`config.mk`:
```
export PLATFORM = sky130hd
export DESIGN_NAME = gray_window_buffer_flat
export DESIGN_NICKNAME = d
export VERILOG_FILES = /design/src/rtl/gray_window_buffer_pkg.sv /design/src/rtl/gray_window_buffer_if.sv /design/src/rtl/gray_window_buffer_lb.sv /design/src/rtl/gray_window_buffer.sv /design/src/flat_wrapper.sv
export SDC_FILE = /design/constraint.sdc
export NUM_CORES = 1
export LEC_CHECK = 0
export CORE_ASPECT_RATIO = 0.5
export CORE_MARGIN = 2
export CORE_UTILIZATION = 50
export CTS_CLUSTER_SIZE = 14
export DETAILED_ROUTE_END_ITERATION = 10
export PLACE_DENSITY = 0.64
export SLEW_MARGIN = 20
export SYNTH_ARGS = -nofsm -noshare
export SYNTH_HDL_FRONTEND = slang
export SYNTH_HIERARCHICAL = 1
export SYNTH_SLANG_ARGS = --single-unit
```
`constraint.sdc`:
```
create_clock -name clk_i -period 5.3 [get_ports clk_i]
set_input_delay 0.53 -clock clk_i [delete_from_list [all_inputs] [get_ports clk_i]]
set_output_delay 0.53 -clock clk_i [all_outputs]
set_load 0.005 [all_outputs]
```
`src/rtl/gray_window_buffer_pkg.sv`:
```
// Shared constants for the gray 3x3 window buffer: window slot indices,
// default geometry and a width helper.
package gray_window_buffer_pkg;

    localparam int DEF_DATA_W     = 8;
    localparam int DEF_IMG_WIDTH  = 64;
    localparam int DEF_IMG_HEIGHT = 64;

    // Slot k = 3*r + c; r=0 is the oldest line, c=0 the oldest column.
    localparam int WIN_TL = 0;
    localparam int WIN_TC = 1;
    localparam int WIN_TR = 2;
    localparam int WIN_ML = 3;
    localparam int WIN_MC = 4;
    localparam int WIN_MR = 5;
    localparam int WIN_BL = 6;
    localparam int WIN_BC = 7;
    localparam int WIN_BR = 8;
    localparam int WIN_SLOTS = 9;

    function automatic int clog2(input int n);
        int r;
        r = 1;
        for (int i = 1; i < 31; i++) begin
            if ((1 << i) < n) r = i + 1;
        end
        return r;
    endfunction

endpackage

```
`src/rtl/gray_window_buffer_if.sv`:
```
// Pixel-in / window-out bundle for gray_window_buffer.
// frame_cnt exists only when GRAY_WIN_FRAME_CNT_EN is defined.
interface gray_window_buffer_if
    import gray_window_buffer_pkg::*;
#(
    parameter int DATA_W     = DEF_DATA_W,
    parameter int IMG_WIDTH  = DEF_IMG_WIDTH,
    parameter int IMG_HEIGHT = DEF_IMG_HEIGHT
);
    localparam int ROW_W = clog2(IMG_HEIGHT);
    localparam int COL_W = clog2(IMG_WIDTH);

    logic [DATA_W-1:0]           gray;
    logic                        gray_valid;
    logic                        frame_start;
    logic [WIN_SLOTS*DATA_W-1:0] win;
    logic                        win_valid;
    logic [ROW_W-1:0]            row;
    logic [COL_W-1:0]            col;
    logic                        frame_done;
`ifdef GRAY_WIN_FRAME_CNT_EN
    logic [15:0]                 frame_cnt;

    modport master (output gray, gray_valid, frame_start,
                    input  win, win_valid, row, col, frame_done, frame_cnt);
    modport slave  (input  gray, gray_valid, frame_start,
                    output win, win_valid, row, col, frame_done, frame_cnt);
`else
    modport master (output gray, gray_valid, frame_start,
                    input  win, win_valid, row, col, frame_done);
    modport slave  (input  gray, gray_valid, frame_start,
                    output win, win_valid, row, col, frame_done);
`endif

endinterface

```
`src/rtl/gray_window_buffer_lb.sv`:
```
// One line of pixel storage: combinational read, synchronous write.
// Deliberately unreset; stale contents are masked by the row gating upstream.
module gray_line_buffer #(
    parameter int DATA_W = 8,
    parameter int DEPTH  = 64,
    parameter int ADDR_W = 6
) (
    input  logic              clk_i,
    input  logic              we_i,
    input  logic [ADDR_W-1:0] addr_i,
    input  logic [DATA_W-1:0] wdata_i,
    output logic [DATA_W-1:0] rdata_o
);
    logic [DATA_W-1:0] mem [DEPTH];

    assign rdata_o = mem[addr_i];

    always_ff @(posedge clk_i) begin
        if (we_i) mem[addr_i] <= wdata_i;
    end

endmodule

```
`src/rtl/gray_window_buffer.sv`:
```
// Sliding 3x3 gray window builder for the Sobel stage; emits interior windows only.
// Optional frame counter output enabled by GRAY_WIN_FRAME_CNT_EN.
module gray_window_buffer
    import gray_window_buffer_pkg::*;
#(
    parameter int DATA_W     = DEF_DATA_W,
    parameter int IMG_WIDTH  = DEF_IMG_WIDTH,
    parameter int IMG_HEIGHT = DEF_IMG_HEIGHT
) (
    input logic                  clk_i,
    input logic                  rst_i,
    gray_window_buffer_if.slave  bus
);
    localparam int ROW_W = clog2(IMG_HEIGHT);
    localparam int COL_W = clog2(IMG_WIDTH);
    localparam logic [ROW_W-1:0] ROW_LAST = ROW_W'(IMG_HEIGHT - 1);
    localparam logic [COL_W-1:0] COL_LAST = COL_W'(IMG_WIDTH - 1);

    logic                  valid_d;
    logic                  acc;
    logic [ROW_W-1:0]      row_q, row_eff;
    logic [COL_W-1:0]      col_q, col_eff;
    logic                  row_last, col_last, interior;
    logic [DATA_W-1:0]     lb0_rd, lb1_rd;
    logic [DATA_W-1:0]     win_q [WIN_SLOTS];
    logic                  win_valid_q, frame_done_q;
    logic [WIN_SLOTS*DATA_W-1:0] win_flat;

    // Rising edge of the converter's level valid; valid_d resets high so a
    // level already asserted out of reset is not taken as a pixel.
    assign acc = bus.gray_valid & ~valid_d;

    // A coincident frame_start makes the accepted pixel land at (0,0).
    assign row_eff  = bus.frame_start ? '0 : row_q;
    assign col_eff  = bus.frame_start ? '0 : col_q;
    assign row_last = (row_eff == ROW_LAST);
    assign col_last = (col_eff == COL_LAST);
    assign interior = (row_eff >= ROW_W'(2)) && (col_eff >= COL_W'(2));

    gray_line_buffer #(.DATA_W(DATA_W), .DEPTH(IMG_WIDTH), .ADDR_W(COL_W)) u_lb0 (
        .clk_i   (clk_i),
        .we_i    (acc),
        .addr_i  (col_eff),
        .wdata_i (bus.gray),
        .rdata_o (lb0_rd)
    );

    gray_line_buffer #(.DATA_W(DATA_W), .DEPTH(IMG_WIDTH), .ADDR_W(COL_W)) u_lb1 (
        .clk_i   (clk_i),
        .we_i    (acc),
        .addr_i  (col_eff),
        .wdata_i (lb0_rd),
        .rdata_o (lb1_rd)
    );

    always_ff @(posedge clk_i or negedge rst_i) begin
        if (!rst_i) begin
            valid_d      <= 1'b1;
            row_q        <= '0;
            col_q        <= '0;
            win_valid_q  <= 1'b0;
            frame_done_q <= 1'b0;
            for (int k = 0; k < WIN_SLOTS; k++) win_q[k] <= '0;
        end else begin
            valid_d      <= bus.gray_valid;
            win_valid_q  <= acc && interior;
            frame_done_q <= acc && row_last && col_last;
            if (acc) begin
                if (col_last) begin
                    col_q <= '0;
                    row_q <= row_last ? '0 : row_eff + ROW_W'(1);
                end else begin
                    col_q <= col_eff + COL_W'(1);
                    row_q <= row_eff;
                end
                for (int r = 0; r < 3; r++) begin
                    win_q[3*r]     <= win_q[3*r + 1];
                    win_q[3*r + 1] <= win_q[3*r + 2];
                end
                win_q[WIN_TR] <= lb1_rd;
                win_q[WIN_MR] <= lb0_rd;
                win_q[WIN_BR] <= bus.gray;
            end else if (bus.frame_start) begin
                row_q <= '0;
                col_q <= '0;
            end
        end
    end

    always_comb begin
        win_flat = '0;
        for (int k = 0; k < WIN_SLOTS; k++) win_flat[k*DATA_W +: DATA_W] = win_q[k];
    end

    assign bus.win        = win_flat;
    assign bus.win_valid  = win_valid_q;
    assign bus.row        = row_q;
    assign bus.col        = col_q;
    assign bus.frame_done = frame_done_q;

`ifdef GRAY_WIN_FRAME_CNT_EN
    logic [15:0] frame_cnt_q;

    // Steps on the same condition that raises frame_done, so both appear together.
    always_ff @(posedge clk_i or negedge rst_i) begin
        if (!rst_i)                         frame_cnt_q <= '0;
        else if (acc && row_last && col_last) frame_cnt_q <= frame_cnt_q + 16'd1;
    end

    assign bus.frame_cnt = frame_cnt_q;
`endif

endmodule

```
`src/flat_wrapper.sv`:
```
// flat-port wrapper written by rule: the top's interface ports become plain ports
module gray_window_buffer_flat import gray_window_buffer_pkg::*;
#(
    parameter int DATA_W     = DEF_DATA_W,
    parameter int IMG_WIDTH  = DEF_IMG_WIDTH,
    parameter int IMG_HEIGHT = DEF_IMG_HEIGHT
)
  (clk_i, rst_i, bus_gray, bus_gray_valid, bus_frame_start, bus_win, bus_win_valid, bus_row, bus_col, bus_frame_done);
  gray_window_buffer_if #(.DATA_W(DATA_W), .IMG_WIDTH(IMG_WIDTH), .IMG_HEIGHT(IMG_HEIGHT)) bus_i ();
  input logic clk_i;
  input logic rst_i;
  input wire logic [$bits(bus_i.gray)-1:0] bus_gray;
  input wire logic [$bits(bus_i.gray_valid)-1:0] bus_gray_valid;
  input wire logic [$bits(bus_i.frame_start)-1:0] bus_frame_start;
  output wire logic [$bits(bus_i.win)-1:0] bus_win;
  output wire logic [$bits(bus_i.win_valid)-1:0] bus_win_valid;
  output wire logic [$bits(bus_i.row)-1:0] bus_row;
  output wire logic [$bits(bus_i.col)-1:0] bus_col;
  output wire logic [$bits(bus_i.frame_done)-1:0] bus_frame_done;
  assign bus_i.gray = bus_gray;
  assign bus_i.gray_valid = bus_gray_valid;
  assign bus_i.frame_start = bus_frame_start;
  assign bus_win = bus_i.win;
  assign bus_win_valid = bus_i.win_valid;
  assign bus_row = bus_i.row;
  assign bus_col = bus_i.col;
  assign bus_frame_done = bus_i.frame_done;
  gray_window_buffer #(.DATA_W(DATA_W), .IMG_WIDTH(IMG_WIDTH), .IMG_HEIGHT(IMG_HEIGHT)) u_core (.clk_i(clk_i), .rst_i(rst_i), .bus(bus_i));
endmodule
```
==> impl_metrics.xml <==
<?xml version="1.0" encoding="UTF-8"?>
<metrics>
  <group name="timing">
    <metric name="max_freq" unit="MHz">244</metric>
    <metric name="setup_viol_count_final" unit="">0</metric>
    <metric name="max_slew_margin" unit="%">16.8</metric>
    <metric name="final_number_of_hold_violating_endpoints" unit="">0</metric>
    <metric name="tns" unit="ns">0</metric>
    <metric name="min_period" unit="ns">4.10</metric>
    <metric name="final.period_utilization" unit="%">77.3</metric>
    <metric name="final-max-slew-violation-count" unit="">0</metric>
    <metric name="skew" unit="ns">0.0287</metric>
    <metric name="grt_setup_unrepaired" unit="">false</metric>
    <metric name="tightestPinTransition" unit="ns">1.24</metric>
  </group>
  <group name="pwr">
    <metric name="power_report.internal_total" unit="mW">13.7</metric>
    <metric name="p_total" unit="mW">17.4</metric>
    <metric name="power.clock.fraction" unit="%">38.2</metric>
    <metric name="power.ir.vdd_worst" unit="mV">0.216</metric>
    <metric name="power_density" unit="mW/mm²">345</metric>
    <metric name="p_sw" unit="mW">3.76</metric>
    <metric name="pwr-share-seq" unit="%">56.2</metric>
    <metric name="combinationalPowerShare" unit="%">5.6</metric>
    <metric name="power.share.switching" unit="%">21.6</metric>
    <metric name="power_leakage" unit="nW">16.7</metric>
  </group>
  <group name="synthesis">
    <metric name="synth_ff_type" unit="">sky130_fd_sc_hd__edfxtp_1</metric>
    <metric name="synth_area" unit="mm²">0.0441</metric>
    <metric name="synth-edff-count" unit="">1024</metric>
    <metric name="netlist_instances" unit="">2719</metric>
    <metric name="synth-seq-cells" unit="">1111</metric>
    <metric name="async_reset_ff_share" unit="%">7.83</metric>
    <metric name="postSynthNetCount" unit="">2735</metric>
    <metric name="distinct_cell_type_count_of_the_synthesized_netlist" unit="">67</metric>
    <metric name="yosysWarnings" unit="">6</metric>
    <metric name="synth_seq_area_share" unit="%">74.6</metric>
    <metric name="syn_avg_cell_area" unit="µm²">16.2</metric>
  </group>
  <group name="critical_path">
    <metric name="critical_path.max_stage_delay" unit="ns">0.84</metric>
    <metric name="setup.worst_path.start" unit="">bus_frame_start</metric>
    <metric name="worstReg2RegStart" unit="">u_core/bus.col[1]</metric>
    <metric name="path_cells" unit="">clkdlybuf4s50_1, buf_4, nand2b_1, inv_8, nor2b_1, a22oi_1, and3_1, o311ai_0, or4_2, buf_12</metric>
    <metric name="worst_reg_to_reg_cells" unit="">8</metric>
    <metric name="timing_worst_setup_path_type" unit="">in2reg</metric>
    <metric name="kind_of_launch_point_of_the_worst_setup_path" unit="">input port</metric>
    <metric name="req_time_crit_path" unit="ns">5.76</metric>
    <metric name="endpoint_kind" unit="">flip-flop</metric>
    <metric name="r2r_setup_slack" unit="ns">1.35</metric>
    <metric name="rr_endpoint" unit="">u_core/u_lb1/mem[36][3]</metric>
    <metric name="critPathTopFamily" unit="">simple AND/OR/NAND/NOR gates</metric>
    <metric name="crit_path_max_fanout" unit="">65</metric>
    <metric name="arrival" unit="ns">4.56</metric>
    <metric name="cp_num_buf_inv" unit="">4</metric>
    <metric name="critical-path-slowest-cell" unit="">sky130_fd_sc_hd__nor2b_1</metric>
  </group>
  <group name="routing">
    <metric name="detail-route-antenna-nets" unit="">0</metric>
    <metric name="wl_per_cell" unit="µm">27.3</metric>
    <metric name="drt_first_pass_iters" unit="">7</metric>
    <metric name="postRouteWirelength" unit="µm">114000</metric>
    <metric name="dr_iter_0_viols" unit="">3326</metric>
    <metric name="post_dr_vias_cell" unit="">6.19</metric>
    <metric name="route.vias.total" unit="">25972</metric>
    <metric name="remaining_drc_errors" unit="">0</metric>
  </group>
  <group name="final_layout">
    <metric name="post_route_cells_drive_above_1_share" unit="%">16.1</metric>
    <metric name="syn_to_final_growth" unit="%">14.4</metric>
    <metric name="antennaDiodeCount" unit="">0</metric>
    <metric name="nets_final" unit="">2972</metric>
  </group>
  <group name="cts">
    <metric name="cts_tree" unit="">yes</metric>
    <metric name="worstSkewPairLatency" unit="ns">0.69</metric>
    <metric name="cts_setup_buffers" unit="">0</metric>
    <metric name="post_cts_resized" unit="">0</metric>
    <metric name="clkTransAtPathRegs" unit="ns">0.06</metric>
    <metric name="cts-root-buf" unit="">sky130_fd_sc_hd__clkbuf_16</metric>
    <metric name="clock_tree.htree_level_count" unit="">3</metric>
    <metric name="number_of_clock_sinks_seen_by_cts" unit="">1111</metric>
    <metric name="cts-root-to-sink-buffers" unit="">3</metric>
    <metric name="cts_made_buffers" unit="">97</metric>
  </group>
  <group name="die">
    <metric name="die-height" unit="µm">214</metric>
    <metric name="floorplan.rows" unit="">76</metric>
    <metric name="floorplan.die.width" unit="µm">424</metric>
    <metric name="core_footprint" unit="mm²">0.0867</metric>
    <metric name="io_pins" unit="">98</metric>
    <metric name="area_of_the_die" unit="mm²">0.0908</metric>
    <metric name="initial_core_util" unit="%">50.9</metric>
  </group>
  <group name="global_route">
    <metric name="grtUsageTotal" unit="%">25.2</metric>
    <metric name="first_global_vias" unit="">25233</metric>
    <metric name="pin_count_of_the_biggest_net_entering_global_routing" unit="">81</metric>
    <metric name="grt_antenna_before_repair" unit="">0</metric>
    <metric name="grt.overflow.total" unit="">0</metric>
    <metric name="grt_first_pass_wirelength" unit="µm">170000</metric>
  </group>
  <group name="placement">
    <metric name="hpwlAfterDp" unit="µm">71100</metric>
    <metric name="routabilityCongestion" unit="">0.903</metric>
    <metric name="count_of_input_and_output_buffers" unit="">97</metric>
  </group>
  <group name="run_status">
    <metric name="status" unit="">completed</metric>
  </group>
  <group name="worst_hold_path">
    <metric name="holdCritPathClass" unit="">in2async</metric>
  </group>
  <group name="job">
    <metric name="cap_viol_max_count" unit="">0</metric>
  </group>
</metrics>
[placed cells by master, fill, tap and decap left out, drive strengths merged, types with 61 or more instances in the layout]
cell type / netlist / routed
buf: 99 / 231
a21oi: 61 / 61
nand2: 315 / 315
dfrtp: 86 / 86
edfxtp: 1024 / 1024
clkbuf: 83 / 136
mux4: 82 / 82
mux2i: 128 / 128
clkdlybuf4s50: 0 / 88
a22oi: 80 / 80
nor2: 167 / 167
[power by group through the flow]
stage,logic [mW],registers [mW],clock network [mW]
finish,0.978,9.80,6.66
global route,1.05,9.81,7.13
CTS,0.985,9.81,6.76
detailed placement,0.983,9.99,0
global placement,0.968,9.99,0
floorplan,0.412,9.99,0
[through the flow]
step / hold slack, ns / utilization (%) / setup WS (ns) / instances / cell area, µm²
detailed placement: 0.462 / 54.9 / 0.683 / 4026 / 47600
floorplan: 0.234 / - / 1.09 / 2719 / 44100
global placement: 0.459 / 54.9 / 0.667 / 4026 / 47600
global route: 0.351 / 58.2 / 1.18 / 4198 / 50500
CTS: 0.294 / 58.2 / 1.38 / 4198 / 50500
finish: 0.318 / 58.2 / 1.20 / 4198 / 50500
[metal layers]
metal	GRT usage, %	vias up	wire length, µm	share of wire, %
li1	-	11154	-	-
met1	37.0	13397	48600	42
met2	38.3	1218	52800	46
met3	4.50	203	9480	8.3
met4	8.48	0	3650	3.2
met5	0	-	0	0
[what timing repair did]
item                                   in CTS  in global routing
hold buffers                                1                  0
setup endpoints to repair                   0                  0
endpoints found under the hold margin      31                  0
[worst max-delay path by stage]
stage / slack (ns) / to / cells past startpoint
2_1_floorplan: 1.09 / u_core/u_lb1/mem[0][2] / 11
3_3_place_gp: 0.67 / u_core/bus.win[41] / 12
3_5_place_dp: 0.68 / u_core/bus.win[41] / 12
4_1_cts: 1.38 / u_core/bus.win[23] / 10
5_1_grt: 1.18 / u_core/u_lb1/mem[13][1] / 10
6_report: 1.20 / u_core/u_lb1/mem[36][3] / 10
[cell families after synthesis]
logic type,share of synthesized area (%)
flops,74.6
simple gates,7.71
compound gates,7.72
fa+ha+maj,0.113
buf+inv,2.09
xor+xnor,0.0595
mux,7.70
[state kept, by name, indices dropped and copies added (netlist names)]
register               cells
u_core/bus.win            72
u_core/u_lb1/mem         512
u_core/u_lb0/mem         512
u_core/bus.frame_done      1
u_core/bus.col             6
u_core/bus.row             6
u_core/valid_d             1
u_core/bus.win_valid       1
[cells in the mapped netlist (9+ instances only)]
cell / number / area [µm²]
sky130_fd_sc_hd__a211oi_1: 12 / 90.1
sky130_fd_sc_hd__a21oi_1: 61 / 305
sky130_fd_sc_hd__a221o_1: 22 / 220
sky130_fd_sc_hd__a221oi_1: 43 / 377
sky130_fd_sc_hd__a22o_1: 20 / 175
sky130_fd_sc_hd__a22oi_1: 80 / 601
sky130_fd_sc_hd__a31oi_1: 30 / 188
sky130_fd_sc_hd__a32oi_1: 14 / 123
sky130_fd_sc_hd__and2_1: 18 / 113
sky130_fd_sc_hd__and3_1: 18 / 113
sky130_fd_sc_hd__and4_1: 12 / 105
sky130_fd_sc_hd__buf_1: 13 / 48.8
sky130_fd_sc_hd__buf_2: 68 / 340
sky130_fd_sc_hd__buf_6: 10 / 113
sky130_fd_sc_hd__clkbuf_1: 83 / 312
sky130_fd_sc_hd__dfrtp_1: 86 / 2150
sky130_fd_sc_hd__edfxtp_1: 1024 / 30700
sky130_fd_sc_hd__inv_1: 13 / 48.8
sky130_fd_sc_hd__mux2_1: 14 / 158
sky130_fd_sc_hd__mux2_2: 10 / 113
sky130_fd_sc_hd__mux2i_1: 128 / 1280
sky130_fd_sc_hd__mux4_2: 82 / 1850
sky130_fd_sc_hd__nand2_1: 315 / 1180
sky130_fd_sc_hd__nand2b_1: 51 / 319
sky130_fd_sc_hd__nand3_1: 18 / 90.1
sky130_fd_sc_hd__nand3b_1: 27 / 203
sky130_fd_sc_hd__nor2_1: 167 / 627
sky130_fd_sc_hd__nor2b_1: 21 / 131
sky130_fd_sc_hd__o21ai_0: 23 / 115
sky130_fd_sc_hd__o221ai_1: 18 / 158
sky130_fd_sc_hd__o22a_1: 22 / 193
sky130_fd_sc_hd__o22ai_1: 44 / 275
sky130_fd_sc_hd__o2bb2ai_1: 14 / 123
sky130_fd_sc_hd__o31ai_1: 12 / 90.1
sky130_fd_sc_hd__or3b_2: 10 / 87.6
sky130_fd_sc_hd__or4_1: 9 / 67.6
[worst reg2reg max path: cells and delay by family (launching register included)]
family | cells | cell delay, ns
AO/OA/AOI/OAI | 2 | 0.89
flip-flops | 1 | 0.44
AND/OR/NAND/NOR | 4 | 1.69
buffers and inverters | 2 | 0.66
[final cells by class]
cell class	instances	area (µm²)
repair buffers	320	2820
flip-flops and latches	1111	32900
fillers	6634	36300
well taps	1170	1460
inverters	13	61.3
clock inverters	35	200
clock buffers	136	2680
multi-input cells	1413	10300
Power figures use the tool's default switching activity.
